==> src/rtl/mem_port_arbiter.sv <==
// mem_port_arbiter: shares one single-port synchronous memory between the
// fetch stage (IF) and the load/store stage (LS) of the multi-cycle KGP-RISC core.
// Only one access is in flight at a time. Each access is issued in IDLE and then
// waits MEM_LAT cycles in WAIT. When both stages request, LS wins unless IF has
// already lost STARVE_MAX times in a row.
// Optional build macro ARB_STATS_EN adds the saturating counters
// if_gnt_cnt, ls_gnt_cnt and conflict_cnt.
module mem_port_arbiter #(
    parameter int ADDR_W     = 32,
    parameter int DATA_W     = 32,
    parameter int MEM_LAT    = 1,
    parameter int STARVE_MAX = 4
) (
    input  logic              clk,
    input  logic              rst,
    input  logic              if_req,
    input  logic [ADDR_W-1:0] if_addr,
    output logic              if_gnt,
    output logic              if_rvalid,
    output logic [DATA_W-1:0] if_rdata,
    input  logic              ls_req,
    input  logic              ls_we,
    input  logic [ADDR_W-1:0] ls_addr,
    input  logic [DATA_W-1:0] ls_wdata,
    output logic              ls_gnt,
    output logic              ls_rvalid,
    output logic [DATA_W-1:0] ls_rdata,
    output logic              mem_en,
    output logic              mem_we,
    output logic [ADDR_W-1:0] mem_addr,
    output logic [DATA_W-1:0] mem_wdata,
    input  logic [DATA_W-1:0] mem_rdata,
    output logic              stall
`ifdef ARB_STATS_EN
    ,
    output logic [15:0]       if_gnt_cnt,
    output logic [15:0]       ls_gnt_cnt,
    output logic [15:0]       conflict_cnt
`endif
);

    typedef enum logic {
        ST_IDLE,
        ST_WAIT
    } state_t;

    localparam logic [2:0] LAT_LAST   = 3'(MEM_LAT);
    localparam logic [3:0] STARVE_TOP = 4'(STARVE_MAX);

    state_t      r_state;
    state_t      w_nextState;
    logic [2:0]  r_waitCnt;
    logic [2:0]  w_nextWaitCnt;
    logic [3:0]  r_starveCnt;
    logic        r_ownerLs;
    logic        r_ownerStore;
    logic        w_issue;
    logic        w_grantLs;
    logic        w_done;

    // Next-state logic: issue from IDLE, count the memory latency in WAIT.
    always_comb begin
        w_nextState   = r_state;
        w_nextWaitCnt = r_waitCnt;
        w_issue       = 1'b0;
        w_grantLs     = 1'b0;
        w_done        = 1'b0;
        case (r_state)
            ST_IDLE: begin
                if (if_req || ls_req) begin
                    w_issue       = 1'b1;
                    w_grantLs     = ls_req && !(if_req && (r_starveCnt == STARVE_TOP));
                    w_nextState   = ST_WAIT;
                    w_nextWaitCnt = 3'd1;
                end
            end
            ST_WAIT: begin
                if (r_waitCnt == LAT_LAST) begin
                    w_done        = 1'b1;
                    w_nextState   = ST_IDLE;
                    w_nextWaitCnt = 3'd0;
                end else begin
                    w_nextWaitCnt = r_waitCnt + 3'd1;
                end
            end
            default: begin
                w_nextState   = ST_IDLE;
                w_nextWaitCnt = 3'd0;
            end
        endcase
    end

    // Output decode: everything is held at zero while reset is asserted.
    always_comb begin
        if_gnt    = 1'b0;
        ls_gnt    = 1'b0;
        mem_en    = 1'b0;
        mem_we    = 1'b0;
        mem_addr  = '0;
        mem_wdata = '0;
        if_rvalid = 1'b0;
        ls_rvalid = 1'b0;
        if_rdata  = '0;
        ls_rdata  = '0;
        stall     = 1'b0;
        if (!rst) begin
            if (w_issue) begin
                mem_en = 1'b1;
                if (w_grantLs) begin
                    ls_gnt    = 1'b1;
                    mem_we    = ls_we;
                    mem_addr  = ls_addr;
                    mem_wdata = ls_wdata;
                end else begin
                    if_gnt   = 1'b1;
                    mem_addr = if_addr;
                end
            end
            if (w_done) begin
                if (r_ownerLs) begin
                    ls_rvalid = 1'b1;
                    ls_rdata  = r_ownerStore ? '0 : mem_rdata;
                end else begin
                    if_rvalid = 1'b1;
                    if_rdata  = mem_rdata;
                end
            end
            stall = (if_req && !if_rvalid) || (ls_req && !ls_rvalid);
        end
    end

    // State, latency counter, owner and IF starvation tracking.
    always_ff @(posedge clk) begin
        if (rst) begin
            r_state      <= ST_IDLE;
            r_waitCnt    <= 3'd0;
            r_starveCnt  <= 4'd0;
            r_ownerLs    <= 1'b0;
            r_ownerStore <= 1'b0;
        end else begin
            r_state   <= w_nextState;
            r_waitCnt <= w_nextWaitCnt;
            if (w_issue) begin
                r_ownerLs    <= w_grantLs;
                r_ownerStore <= w_grantLs && ls_we;
            end
            if (w_issue && !w_grantLs) begin
                r_starveCnt <= 4'd0;
            end else if (w_issue && if_req) begin
                if (r_starveCnt != STARVE_TOP) begin
                    r_starveCnt <= r_starveCnt + 4'd1;
                end
            end else if ((r_state == ST_IDLE) && !if_req) begin
                r_starveCnt <= 4'd0;
            end
        end
    end

`ifdef ARB_STATS_EN
    logic [15:0] r_ifGntCnt;
    logic [15:0] r_lsGntCnt;
    logic [15:0] r_conflictCnt;

    // Saturating grant and conflict counters for performance visibility.
    always_ff @(posedge clk) begin
        if (rst) begin
            r_ifGntCnt    <= 16'd0;
            r_lsGntCnt    <= 16'd0;
            r_conflictCnt <= 16'd0;
        end else if (w_issue) begin
            if (!w_grantLs && (r_ifGntCnt != 16'hFFFF)) begin
                r_ifGntCnt <= r_ifGntCnt + 16'd1;
            end
            if (w_grantLs && (r_lsGntCnt != 16'hFFFF)) begin
                r_lsGntCnt <= r_lsGntCnt + 16'd1;
            end
            if (if_req && ls_req && (r_conflictCnt != 16'hFFFF)) begin
                r_conflictCnt <= r_conflictCnt + 16'd1;
            end
        end
    end

    assign if_gnt_cnt   = r_ifGntCnt;
    assign ls_gnt_cnt   = r_lsGntCnt;
    assign conflict_cnt = r_conflictCnt;
`endif

endmodule

==> config.mk <==
export PLATFORM = sky130hd
export DESIGN_NAME = mem_port_arbiter
export DESIGN_NICKNAME = d
export VERILOG_FILES = /design/src/rtl/mem_port_arbiter.sv
export SDC_FILE = /design/constraint.sdc
export NUM_CORES = 1
export LEC_CHECK = 0
export ABC_AREA = 1
export BUFFER_PORTS_ARGS = -buffer_cell sky130_fd_sc_hd__buf_4
export CORE_AREA = 2 2 102 104
export DETAILED_ROUTE_END_ITERATION = 8
export DIE_AREA = 0 0 104 106
export PLACE_DENSITY = 0.61
export RECOVER_POWER = 25
export SETUP_SLACK_MARGIN = 0.05
export SLEW_MARGIN = 15
export SYNTH_ARGS = -nofsm -noshare
export SYNTH_HDL_FRONTEND = slang
export SYNTH_SLANG_ARGS = --single-unit
==> constraint.sdc <==
create_clock -name clk -period 1.9 [get_ports clk]
set_input_delay 0.285 -clock clk [delete_from_list [all_inputs] [get_ports clk]]
set_output_delay 0.285 -clock clk [all_outputs]
set_load 0.02 [all_outputs]
==> summary.txt <==
Status = finished, violations left
Failing checks = setup timing
Clk sinks = 10
Synth cell types = 19
Mapped Area = 1730 um2
Placed cells = 771
Final setup vio count = 34
Mean Syn Cell Area = 4.54 um2
Width of the die = 104 um
Critical Path Start = r_starveCnt[0]$_SDFFE_PP0P_
Slew headroom = 78.6%
Design area = 4880 um2
Cts-stage hold buffer count = 0
Clk_lat worst skew = 0.24 ns
N_diodes = 0
Ys Warns = 0
#FFs+latches synth = 10
Reg2Reg Setup Slack = 0.39 ns
Hold Crit Class = input pin to register
Crit end category = output port
Max Cap Viol = 0
Core area = 10000 um2
Final hold slack = 0.327 ns
Final core occ = 48.8%
Final Hold Vio Count = 0
GRT Residual Overflow = 0
# port buffers = 267
Post-layout min period = 1.95 ns
Critical path endpoint = mem_addr[5]
Hpwl dp = 7750 um
Clock skew = 0.000657 ns
Worst-Margin Slew = 0.319 ns
Clk buf depth = 2
Routed wire per std cell = 13.6 um
Final wirelength = 10800 um
CTS tree = yes
Worst Path Arrival = 1.67 ns
Die area = 11000 um2
Mapped Nets = 515
Worst setup margin = -0.0536 ns
Period Utilization, post-route = 103%
Setup TNS = -0.808 ns
I/O pin count = 268
Initial drt markers = 131
Worst reg2reg path depth = 9
Critical path type = register to output port
Layout cell share with drive strength beyond 1 = 57.1%
Post-route insts no fill = 796
Die height = 106 um
Area Growth Syn to Fin = 183%
PwrDens = 294 nW/um2
CP required = 1.62 ns
Placement Setup Slack = 0.0274 ns
Tot Pwr = 1.43 mW
Initial Util = 17.3%
Row count = 37
Max Freq = 0.512 GHz
Register area share after synthesis = 11.6%
Via count = 3353
Vias in the first global route = 3169
Leak = 2.88 nW
Reg2Reg Launch Point = r_starveCnt[0]$_SDFFE_PP0P_
First-pass GRT wire length = 15000 um
Max Slew Vio Count = 0
Placed cell area = 3910 um2
Drt pass-1 iters = 4
GRT Total Usage = 16.6%
Gpl congestion = 0.848
Layout Nets = 797
RSZ-0062 raised after global routing = true
Reg clk slew, reported paths = 0.04 ns
Root Buffer = clkbuf_8
DRC = 0
Final ANT Viol Nets = 0
R2R Path End = r_starveCnt[2]$_SDFFE_PP0P_
Crit path max fanout = 8
DR vias/cell = 4.21
Critical Path Source Type = register
Initial antenna violation count = 1
CTS H-tree lvls = 1
Peak supply drop = 0.000227 V
Num CTS Buffers = 3
Largest net degree at the start of global routing = 37
Synth Instances = 380
## cells in the mapped netlist
library cell  number  area share (%)
nor2_1           110              24
nand2_1           93              20
inv_1             89              19
nand3_1           36              10
buf_2             19             5.5
dfxtp_1           10              12
o21ai_0            4             1.2
a21oi_1            3            0.87
ha_1               2             1.5
inv_2              2            0.44
nand2_2            2            0.73
nand4_1            2            0.73
nor3_1             2            0.58
nand3_2            1            0.58
nor2_2             1            0.36
nor3_4             1            0.94
nor3b_1            1            0.44
o21ai_1            1            0.29
o22ai_1            1            0.36
## placed cells by master, fill, tap and decap left out, types with 3 or more instances in the layout
cell / count
buf_12: 7
nand2_4: 6
a21oi_1: 3
nor2_4: 22
nor2_1: 83
dfxtp_2: 5
nand3_2: 16
nand2_1: 75
dfxtp_1: 4
nor2_2: 6
clkbuf_8: 3
clkbuf_16: 4
buf_4: 224
buf_8: 3
o21ai_0: 4
nand3_1: 19
inv_1: 87
nand2_2: 14
inv_2: 3
buf_6: 56
## cell families (layout without fill, tap and decap cells)
| kind of cell | Yosys count | after routing | synth area share (%) |
|---|---|---|---|
| AOI/OAI and AO/OA | 9 | 9 | 2.68 |
| adders and majority gates | 2 | 2 | 1.45 |
| buffers and inverters | 110 | 390 | 25.3 |
| DFF | 10 | 10 | 11.6 |
| and+or+nand+nor | 249 | 249 | 59.0 |
## how the worst min path moves through the flow
stage	end	slack, ns	startpoint	cells past startpoint
final	r_state$_SDFF_PP0_	0.33	rst	2
after global placement	r_ownerStore$_SDFFE_PP0P_	0.47	r_ownerStore$_SDFFE_PP0P_	2
after CTS	r_state$_SDFF_PP0_	0.33	rst	2
after floorplan	r_ownerStore$_SDFFE_PP0P_	0.45	ls_we	2
after detailed placement	r_ownerStore$_SDFFE_PP0P_	0.48	r_ownerStore$_SDFFE_PP0P_	2
after global routing	r_state$_SDFF_PP0_	0.35	rst	2
## metal layers
layer | wire (um) | track usage, % | vias up
met5 | 13 | 0 | -
met4 | 246 | 5.21 | 2
met3 | 893 | 3.80 | 19
met2 | 5660 | 32.1 | 208
met1 | 3980 | 17.6 | 1470
li1 | - | - | 1654
## layout make-up
type	count	area [um2]
flip-flops and latches	10	210
well taps	136	170
repair buffers	296	2650
multi-input cells	260	1450
fillers	966	5120
inverters	91	349
clock buffers	3	41.3
## power breakdown
part / internal (mW) / switching [mW]
Combinational: 0.496 / 0.487
Sequential: 0.221 / 0.00913
Clock: 0.139 / 0.0809
Total: 0.856 / 0.577
## flip-flops by register name (all words and copies together) (netlist names)
name,count
r_state,1
r_starveCnt,4
r_waitCnt,3
r_ownerLs,1
r_ownerStore,1
## worst max-delay path, cell delays in order, from the launching register on
cell and delay [ns]:
dfxtp_2 0.32, inv_2 0.08, ha_4 0.13, nand4_1 0.14, buf_4 0.19, nand3_4 0.09, inv_8 0.06, clkbuf_16 0.16
nand2_1 0.06, nand2_1 0.07, buf_6 0.13
## what timing repair did
item / in CTS / in global routing
resized for setup: 73 / 99
setup buffers: 10 / 5
pin swaps: 25 / 13
cloned: 3 / 6
setup endpoints to repair: 126 / 132
No activity file was read; power rests on OpenSTA's default activity.
